File: src/rtl/ldpc_dvb_dec_cnode_sort_if.sv
// Edge-stream and packed-result bundle for the check-node min-sum compressor.
// The slave side is the compressor; the master side feeds edges and reads results.
interface ldpc_dvb_dec_cnode_sort_if #(
  parameter int pNODE_W = 8,
  parameter int pIDX_W  = 5,
  parameter int pCTX_W  = 16
);
  logic                      iclkena;
  logic                      istart;
  logic                      ival;
  logic                      isop;
  logic                      ieop;
  logic signed [pNODE_W-1:0] ivnode;
  logic        [pIDX_W-1:0]  ivnode_idx;
  logic                      ivnode_mask;
  logic        [pCTX_W-1:0]  icnode_ctx;

  logic                      osign_val;
  logic                      osign;
  logic        [pIDX_W-1:0]  osign_idx;
  logic                      ovn_min_val;
  logic        [pNODE_W-1:0] omin1;
  logic        [pNODE_W-1:0] omin2;
  logic        [pIDX_W-1:0]  omin1_col;
  logic                      oprod_sign;
  logic        [pCTX_W-1:0]  octx;

  modport master (
    output iclkena, istart, ival, isop, ieop, ivnode, ivnode_idx, ivnode_mask, icnode_ctx,
    input  osign_val, osign, osign_idx, ovn_min_val, omin1, omin2, omin1_col, oprod_sign, octx
  );

  modport slave (
    input  iclkena, istart, ival, isop, ieop, ivnode, ivnode_idx, ivnode_mask, icnode_ctx,
    output osign_val, osign, osign_idx, ovn_min_val, omin1, omin2, omin1_col, oprod_sign, octx
  );
endinterface

File: src/rtl/ldpc_dvb_dec_cnode_sort.sv
// Check-node min-sum compressor: reduces one row of signed vnode messages to
// {min1, min2, min1 column, product sign, context} and echoes per-edge signs.
module ldpc_dvb_dec_cnode_sort #(
  parameter int pNODE_W = 8,
  parameter int pIDX_W  = 5,
  parameter int pCTX_W  = 16
) (
  input  logic                   iclk,
  input  logic                   ireset,
  ldpc_dvb_dec_cnode_sort_if.slave bus
);

  localparam logic [pNODE_W-1:0] MAX = {1'b0, {(pNODE_W-1){1'b1}}};

  // |v| with the most negative code clipped to MAX instead of wrapping
  function automatic logic [pNODE_W-1:0] sat_abs(input logic signed [pNODE_W-1:0] v);
    logic [pNODE_W-1:0] neg;
    neg = -v;
    if (!v[pNODE_W-1])        sat_abs = v;
    else if (neg[pNODE_W-1])  sat_abs = MAX;
    else                      sat_abs = neg;
  endfunction

  logic                 r_vld_p1, r_sop_p1, r_eop_p1, r_mask_p1, r_sign_p1;
  logic [pIDX_W-1:0]    r_idx_p1;
  logic [pNODE_W-1:0]   r_abs_p1;
  logic [pCTX_W-1:0]    r_ctx_p1;

  logic                 r_row_open;
  logic [pNODE_W-1:0]   r_min1, r_min2;
  logic [pIDX_W-1:0]    r_col;
  logic                 r_psign;
  logic [pCTX_W-1:0]    r_ctx;

  logic                 r_vld_p2;
  logic [pNODE_W-1:0]   r_min1_p2, r_min2_p2;
  logic [pIDX_W-1:0]    r_col_p2;
  logic                 r_psign_p2;
  logic [pCTX_W-1:0]    r_ctx_p2;

  logic                 w_sop, w_acc;
  logic [pNODE_W-1:0]   w_min1, w_min2;
  logic [pIDX_W-1:0]    w_col;
  logic                 w_psign;
  logic [pCTX_W-1:0]    w_ctx;

  // Stage 1: magnitude/sign split; also the per-edge sign output
  always_ff @(posedge iclk) begin
    if (!ireset) begin
      r_vld_p1  <= 1'b0;
      r_sign_p1 <= 1'b0;
      r_idx_p1  <= '0;
    end else if (bus.iclkena) begin
      r_vld_p1 <= bus.ival & ~bus.istart;
      if (bus.ival) begin
        r_sign_p1 <= bus.ivnode[pNODE_W-1] & ~bus.ivnode_mask;
        r_idx_p1  <= bus.ivnode_idx;
      end
    end
  end

  always_ff @(posedge iclk) begin
    if (bus.iclkena && bus.ival) begin
      r_abs_p1  <= sat_abs(bus.ivnode);
      r_mask_p1 <= bus.ivnode_mask;
      r_sop_p1  <= bus.isop;
      r_eop_p1  <= bus.ieop;
      r_ctx_p1  <= bus.icnode_ctx;
    end
  end

  // Stage 2: running two-minimum search; strict compares keep the earliest min1
  always_comb begin
    w_min1  = r_min1;
    w_min2  = r_min2;
    w_col   = r_col;
    w_psign = r_psign;
    w_ctx   = r_ctx;
    w_sop   = r_vld_p1 & r_sop_p1;
    w_acc   = r_vld_p1 & (r_sop_p1 | r_row_open);
    if (w_sop) begin
      w_ctx = r_ctx_p1;
      if (r_mask_p1) begin
        w_min1  = MAX;
        w_min2  = MAX;
        w_col   = '0;
        w_psign = 1'b0;
      end else begin
        w_min1  = r_abs_p1;
        w_min2  = MAX;
        w_col   = r_idx_p1;
        w_psign = r_sign_p1;
      end
    end else if (w_acc && !r_mask_p1) begin
      if (r_abs_p1 < r_min1) begin
        w_min2 = r_min1;
        w_min1 = r_abs_p1;
        w_col  = r_idx_p1;
      end else if (r_abs_p1 < r_min2) begin
        w_min2 = r_abs_p1;
      end
      w_psign = r_psign ^ r_sign_p1;
    end
  end

  always_ff @(posedge iclk) begin
    if (bus.iclkena && !bus.istart && w_acc) begin
      r_min1  <= w_min1;
      r_min2  <= w_min2;
      r_col   <= w_col;
      r_psign <= w_psign;
      r_ctx   <= w_ctx;
    end
  end

  // Stage 2 output: the packed record is latched only on a closing edge
  always_ff @(posedge iclk) begin
    if (!ireset) begin
      r_row_open <= 1'b0;
      r_vld_p2   <= 1'b0;
      r_min1_p2  <= '0;
      r_min2_p2  <= '0;
      r_col_p2   <= '0;
      r_psign_p2 <= 1'b0;
      r_ctx_p2   <= '0;
    end else if (bus.iclkena) begin
      if (bus.istart) begin
        r_row_open <= 1'b0;
        r_vld_p2   <= 1'b0;
      end else begin
        r_vld_p2 <= w_acc & r_eop_p1;
        if (w_acc) r_row_open <= ~r_eop_p1;
        if (w_acc && r_eop_p1) begin
          r_min1_p2  <= w_min1;
          r_min2_p2  <= w_min2;
          r_col_p2   <= w_col;
          r_psign_p2 <= w_psign;
          r_ctx_p2   <= w_ctx;
        end
      end
    end
  end

  assign bus.osign_val   = r_vld_p1;
  assign bus.osign       = r_sign_p1;
  assign bus.osign_idx   = r_idx_p1;
  assign bus.ovn_min_val = r_vld_p2;
  assign bus.omin1       = r_min1_p2;
  assign bus.omin2       = r_min2_p2;
  assign bus.omin1_col   = r_col_p2;
  assign bus.oprod_sign  = r_psign_p2;
  assign bus.octx        = r_ctx_p2;

endmodule

File: src/flat_wrapper.sv
// flat-port wrapper written by rule: the top's interface ports become plain ports
module ldpc_dvb_dec_cnode_sort_flat 
#(
  parameter int pNODE_W = 8,
  parameter int pIDX_W  = 5,
  parameter int pCTX_W  = 16
)
  (iclk, ireset, bus_iclkena, bus_istart, bus_ival, bus_isop, bus_ieop, bus_ivnode, bus_ivnode_idx, bus_ivnode_mask, bus_icnode_ctx, bus_osign_val, bus_osign, bus_osign_idx, bus_ovn_min_val, bus_omin1, bus_omin2, bus_omin1_col, bus_oprod_sign, bus_octx);
  ldpc_dvb_dec_cnode_sort_if #(.pNODE_W(pNODE_W), .pIDX_W(pIDX_W), .pCTX_W(pCTX_W)) bus_i ();
  input  logic iclk;
  input  logic ireset;
  input wire logic [$bits(bus_i.iclkena)-1:0] bus_iclkena;
  input wire logic [$bits(bus_i.istart)-1:0] bus_istart;
  input wire logic [$bits(bus_i.ival)-1:0] bus_ival;
  input wire logic [$bits(bus_i.isop)-1:0] bus_isop;
  input wire logic [$bits(bus_i.ieop)-1:0] bus_ieop;
  input wire logic [$bits(bus_i.ivnode)-1:0] bus_ivnode;
  input wire logic [$bits(bus_i.ivnode_idx)-1:0] bus_ivnode_idx;
  input wire logic [$bits(bus_i.ivnode_mask)-1:0] bus_ivnode_mask;
  input wire logic [$bits(bus_i.icnode_ctx)-1:0] bus_icnode_ctx;
  output wire logic [$bits(bus_i.osign_val)-1:0] bus_osign_val;
  output wire logic [$bits(bus_i.osign)-1:0] bus_osign;
  output wire logic [$bits(bus_i.osign_idx)-1:0] bus_osign_idx;
  output wire logic [$bits(bus_i.ovn_min_val)-1:0] bus_ovn_min_val;
  output wire logic [$bits(bus_i.omin1)-1:0] bus_omin1;
  output wire logic [$bits(bus_i.omin2)-1:0] bus_omin2;
  output wire logic [$bits(bus_i.omin1_col)-1:0] bus_omin1_col;
  output wire logic [$bits(bus_i.oprod_sign)-1:0] bus_oprod_sign;
  output wire logic [$bits(bus_i.octx)-1:0] bus_octx;
  assign bus_i.iclkena = bus_iclkena;
  assign bus_i.istart = bus_istart;
  assign bus_i.ival = bus_ival;
  assign bus_i.isop = bus_isop;
  assign bus_i.ieop = bus_ieop;
  assign bus_i.ivnode = bus_ivnode;
  assign bus_i.ivnode_idx = bus_ivnode_idx;
  assign bus_i.ivnode_mask = bus_ivnode_mask;
  assign bus_i.icnode_ctx = bus_icnode_ctx;
  assign bus_osign_val = bus_i.osign_val;
  assign bus_osign = bus_i.osign;
  assign bus_osign_idx = bus_i.osign_idx;
  assign bus_ovn_min_val = bus_i.ovn_min_val;
  assign bus_omin1 = bus_i.omin1;
  assign bus_omin2 = bus_i.omin2;
  assign bus_omin1_col = bus_i.omin1_col;
  assign bus_oprod_sign = bus_i.oprod_sign;
  assign bus_octx = bus_i.octx;
  ldpc_dvb_dec_cnode_sort #(.pNODE_W(pNODE_W), .pIDX_W(pIDX_W), .pCTX_W(pCTX_W)) u_core (.iclk(iclk), .ireset(ireset), .bus(bus_i));
endmodule
File: config.mk
export PLATFORM = sky130hd
export DESIGN_NAME = ldpc_dvb_dec_cnode_sort_flat
export DESIGN_NICKNAME = d
export VERILOG_FILES = /design/src/rtl/ldpc_dvb_dec_cnode_sort_if.sv /design/src/rtl/ldpc_dvb_dec_cnode_sort.sv /design/src/flat_wrapper.sv
export SDC_FILE = /design/constraint.sdc
export NUM_CORES = 1
export LEC_CHECK = 0
export CORE_ASPECT_RATIO = 0.9
export CORE_UTILIZATION = 50
export DETAILED_ROUTE_END_ITERATION = 6
export PLACE_DENSITY_LB_ADDON = 0.08
export RECOVER_POWER = 50
export SLEW_MARGIN = 10
export SYNTH_ARGS = -nofsm -noshare
export SYNTH_HDL_FRONTEND = slang
export SYNTH_SLANG_ARGS = --single-unit
File: constraint.sdc
create_clock -name iclk -period 6.95 [get_ports iclk]
set_input_delay 0.695 -clock iclk [delete_from_list [all_inputs] [get_ports iclk]]
set_output_delay 0.695 -clock iclk [all_outputs]
set_load 0.01 [all_outputs]
# [Word-level counts from Yosys, hierarchy flattened]
# Cells that the tools add are included.
[totals] word_cells=66 out_inout_bits=46 reg_bits=112 in_bits=37
[classes] mux=21 order_cmp=2 n_bitwise=10 add_sub_neg=1 reduce_logical=11
[op_table] operator="$mux 8" count=8
[op_table] operator="$mux 5" count=4
[op_table] operator="$lt 8x8->1" count=2
[op_table] operator="$mux 16" count=1
[op_table] operator="$mux 7" count=2
[op_table] operator="$neg 8->8" count=1
[op_table] operator="$mux 1" count=6
[op_table] operator="$and 1x1->1" count=5
[op_table] operator="$logic_and 1x1->1" count=5
[op_table] operator="$reduce_and 2->1" count=2
[op_table] operator="$not 1->1" count=3
[op_table] operator="$reduce_and 3->1" count=1
[op_table] operator="$logic_not 1->1" count=2
[op_table] operator="$reduce_bool 2->1" count=1
[op_table] operator="$or 1x1->1" count=1
[op_table] operator="$xor 1x1->1" count=1

# [Depth between registers and ports, before layout]
[logic_depth] depth_word=5 ltp_mapped=9 depth_no_buf=8

# [Worst setup path before layout]
# OpenSTA, ideal clock, no wires.
[synth_timing] kind="input port to flip-flop" startpoint="input port bus_istart" endpoint="register u_core.r_min2_p2[0], in the netlist u_core.bus.omin2[0]" setup_time_ns=0.132 path_buffers=0 stages=4 arrival_ns=4.640 path_slack_ns=2.178 cell_sequence="nor3_1 nand2_1 nor2_1 a21oi_1"
[synth_between] elab_chain_cells=2
[synth_rtl] item="from (decl)" line_no="flat_wrapper.sv:13" rtl="input wire logic [$bits(bus_i.istart)-1:0] bus_istart;"
[synth_rtl] item="$not 1->1"
[synth_rtl] item="$reduce_and 3->1 (no source line)"
[synth_rtl] item="to (signal assigned)" line_no="ldpc_dvb_dec_cnode_sort.sv:135" rtl="r_min2_p2 <= w_min2;"
[synth_rtl] item="to (decl)" line_no="ldpc_dvb_dec_cnode_sort.sv:36" rtl="logic [pNODE_W-1:0] r_min1_p2, r_min2_p2;"
# Every way passes these cells.
# A chain may end at the register's enable or synchronous reset.

# [Worst setup path in the final report]
[layout_timing] startpoint="input port bus_iclkena" endpoint="register u_core.r_min2_p2[2], in the netlist u_core.bus.omin2[2]"
[layout_between] elab_chain_cells=1
[layout_rtl] item="from (decl)" line_no="flat_wrapper.sv:12" rtl="input wire logic [$bits(bus_i.iclkena)-1:0] bus_iclkena;"
[layout_rtl] item="$reduce_and 3->1 (no source line)"
# Every way passes these cells.

==> metrics.cfg <==
[sta]
finalCriticalPeriod_ns=3.25
grt_setup_unrepaired=no
slew_headroom=0.244
tns_ns=0
min_period_over_period=0.468
fin_hold_ws_ns=0.457
hold_viol=0
max_freq_mhz=308
worst_pin_slew_ns=1.13
setup_violations=0
slew_violations=0
finClkSkew_ns=0.00901

[drt]
wirelength_um=10100
wl_per_cell_um=16.3
firstDrtPassIters=5
via_count=3397
drtIter0Drc=177
vias_per_cell=5.46
route.detailed.drc=0
detail-route-antenna-nets=0

[layout]
multiInputGateArea_sq_um=1760
syn2layout_area_growth_pct=22.7
diodes=0
seq_area_sq_um=2860
fillers=746
final_net_count=545
fin_cells=622
layout-drive-gt1-share=0.0920
final_area_sq_um=5870
post-route-util=0.638

[synth]
synth-seq-cells=111
ys.flop_type=edfxtp_1
syn_inst=417
async_flop_share=0
syn_nets=467
synthDistinctLibCells=50
ys_seq_area_frac=0.598
syn_area_sq_um=4790
synth_edf_count=64
yosys_warnings=0
avgSynthCellArea_sq_um=11.5

[clocking]
root_buffer=clkbuf_8
clockBufferDepth=2
cts_resized=0
path_clk_slew_ns=0.11
cts_tree=done
insertion_delay_ns=0.37
cts.sinks=111
postCtsHoldBufs=0
cts_htree_levels=3
cts-buffers-inserted=9
post_cts_buffers=0

[place]
gp_congestion=0.821
dpl-instance-area_sq_um=5700
portBuffers=82
dpl.hpwl_um=6920
dp_cells=606

[pwr]
ir_drop_uv=117
p_leak_uw=0.00222
p_per_area_nw_per_um2=197

[hold_path]
hold_path.class=flop to flop

[critical_path]
worstSetupPathType=input pin to flop
cpMostUsedCell=nand2_1
rrSetupSlack_ns=4.13
end_kind=flop
crit_slowest_cell=nand2_1
cp_max_fo=40
worstPathRequired_ns=7.20
slowest_delay_ns=0.72
worstPathCellList=dlygate4sd3_1 -> nand2_1 -> nor3_1 -> buf_4 -> nand2_1 -> nor2_1 -> a21oi_1
crit_arrival_ns=3.50
cp-start-kind=input pin

[die]
fp.dieArea_sq_um=9970
die_h_um=94.8
die_w_um=105
core_area_sq_um=9210
rows=33
initial_utilization=0.520
pin_count=83

[global_route]
grt_max_degree=48
grt_use_total=0.214
grt_overflow=0
grt_pass1_wl_um=16400
grt_pass1_vias=3249
antenna_found_initial=0

[run_status]
status=complete, no violations

[flow_run]
maxCapViolCount=0

## path summary, 6_finish.rpt
check	cells past startpoint	endpoint	start
min reg2reg	2	u_core.bus.octx[11]	u_core.bus.octx[11]
min	2	u_core.bus.octx[11]	u_core.bus.octx[11]
max	7	u_core.bus.omin2[2]	bus_iclkena
max reg2reg	7	u_core.bus.omin1[4]	u_core.r_abs_p1[6]
## per-stage QoR
stage	worst slack [ns]	total power, uW
after global routing	3.43	1200
final	3.70	1160
after detailed placement	3.38	814
after CTS	3.79	1170
after floorplan	2.18	772
after global placement	3.48	811
## layout make-up
cell class,instances,share of cell area
Tap cell,122,0.0260
Inverter,19,0.0121
Timing Repair Buffer,85,0.144
Sequential cell,111,0.487
Multi-Input combinational cell,269,0.300
Clock inverter,7,0.00980
Clock buffer,9,0.0211
## critical path, delay by kind of cell
kind	cells	cell delay [ns]
and+or+nand+nor	4	1.56
buffers and inverters	2	1.09
AOI/OAI and AO/OA	1	0.14
## synth_stat cells (8+ instances only)
cell type  number  area (sq um)
a21boi_0       19           143
a21oi_1        16          80.1
clkbuf_1       10          37.5
o21a_1          8          60.1
ha_1           13           163
inv_1          18          67.6
o21ai_0        16          80.1
mux2_2         16           180
o211ai_1        8          60.1
nand2_1        69           259
edfxtp_1       64          1920
dfxtp_1        47           941
nand3_1         9          45.0
nor2_1         17          63.8
## flip-flops by register name, summed over array words and instances (netlist names), 5 cells and up
name / cells
u_core.bus.octx: 16
u_core.r_min2: 8
u_core.bus.osign_idx: 5
u_core.r_ctx_p1: 16
u_core.bus.omin1_col: 5
u_core.bus.omin1: 8
u_core.r_ctx: 16
u_core.r_min1: 8
u_core.bus.omin2: 8
u_core.r_col: 5
u_core.r_abs_p1: 7
## kinds of logic (layout without fill, tap and decap cells)
| family | after synthesis | count (layout) | share of synthesized area |
|---|---|---|---|
| buffers and inverters | 37 | 120 | 0.0327 |
| xor gates and xnor gates | 3 | 3 | 0.00549 |
| DFF | 111 | 111 | 0.598 |
| AOI/OAI and AO/OA | 110 | 110 | 0.169 |
| adders and majority gates | 13 | 13 | 0.0340 |
| muxes | 17 | 17 | 0.0397 |
| and+or+nand+nor | 126 | 126 | 0.121 |
## power by group
group          switching [uW]  total [uW]  internal (uW)
Clock                     227         361            135
Sequential               11.3         720            709
Combinational            36.8        75.7           39.0
## layer usage
metal	up-vias	track usage	wire length, um
met5	-	0	0
met3	10	0.0559	484
li1	1664	-	-
met1	1633	0.281	4620
met2	90	0.354	4940
met4	0	0.0552	98
## layout by cell type (no fill, tap or decap), types with 2 or more instances in the layout
| master | count |
|---|---|
| a21boi_0 | 19 |
| nand2_1 | 69 |
| and2_1 | 4 |
| nand3b_1 | 2 |
| a21boi_1 | 6 |
| clkinv_1 | 2 |
| o22ai_1 | 3 |
| nand2b_1 | 2 |
| clkbuf_8 | 9 |
| clkdlybuf4s50_1 | 20 |
| or3_1 | 8 |
| dlygate4sd3_1 | 62 |
| buf_4 | 3 |
| nor2b_1 | 4 |
| o21ai_0 | 16 |
| inv_1 | 17 |
| a31oi_1 | 2 |
| and3_1 | 2 |
| a22o_1 | 5 |
| ha_1 | 13 |
| o221a_2 | 7 |
| o21a_1 | 8 |
| inv_8 | 2 |
| nor2_1 | 17 |
| nor3b_1 | 3 |
| edfxtp_1 | 64 |
| clkinvlp_4 | 3 |
| mux2_2 | 16 |
| o21ba_1 | 5 |
| a2bb2oi_1 | 6 |
| o211ai_1 | 8 |
| nand3_1 | 9 |
| dfxtp_1 | 47 |
| nor3_1 | 2 |
| a21oi_1 | 16 |
| xnor2_1 | 2 |
Power figures use the tool's default switching activity.
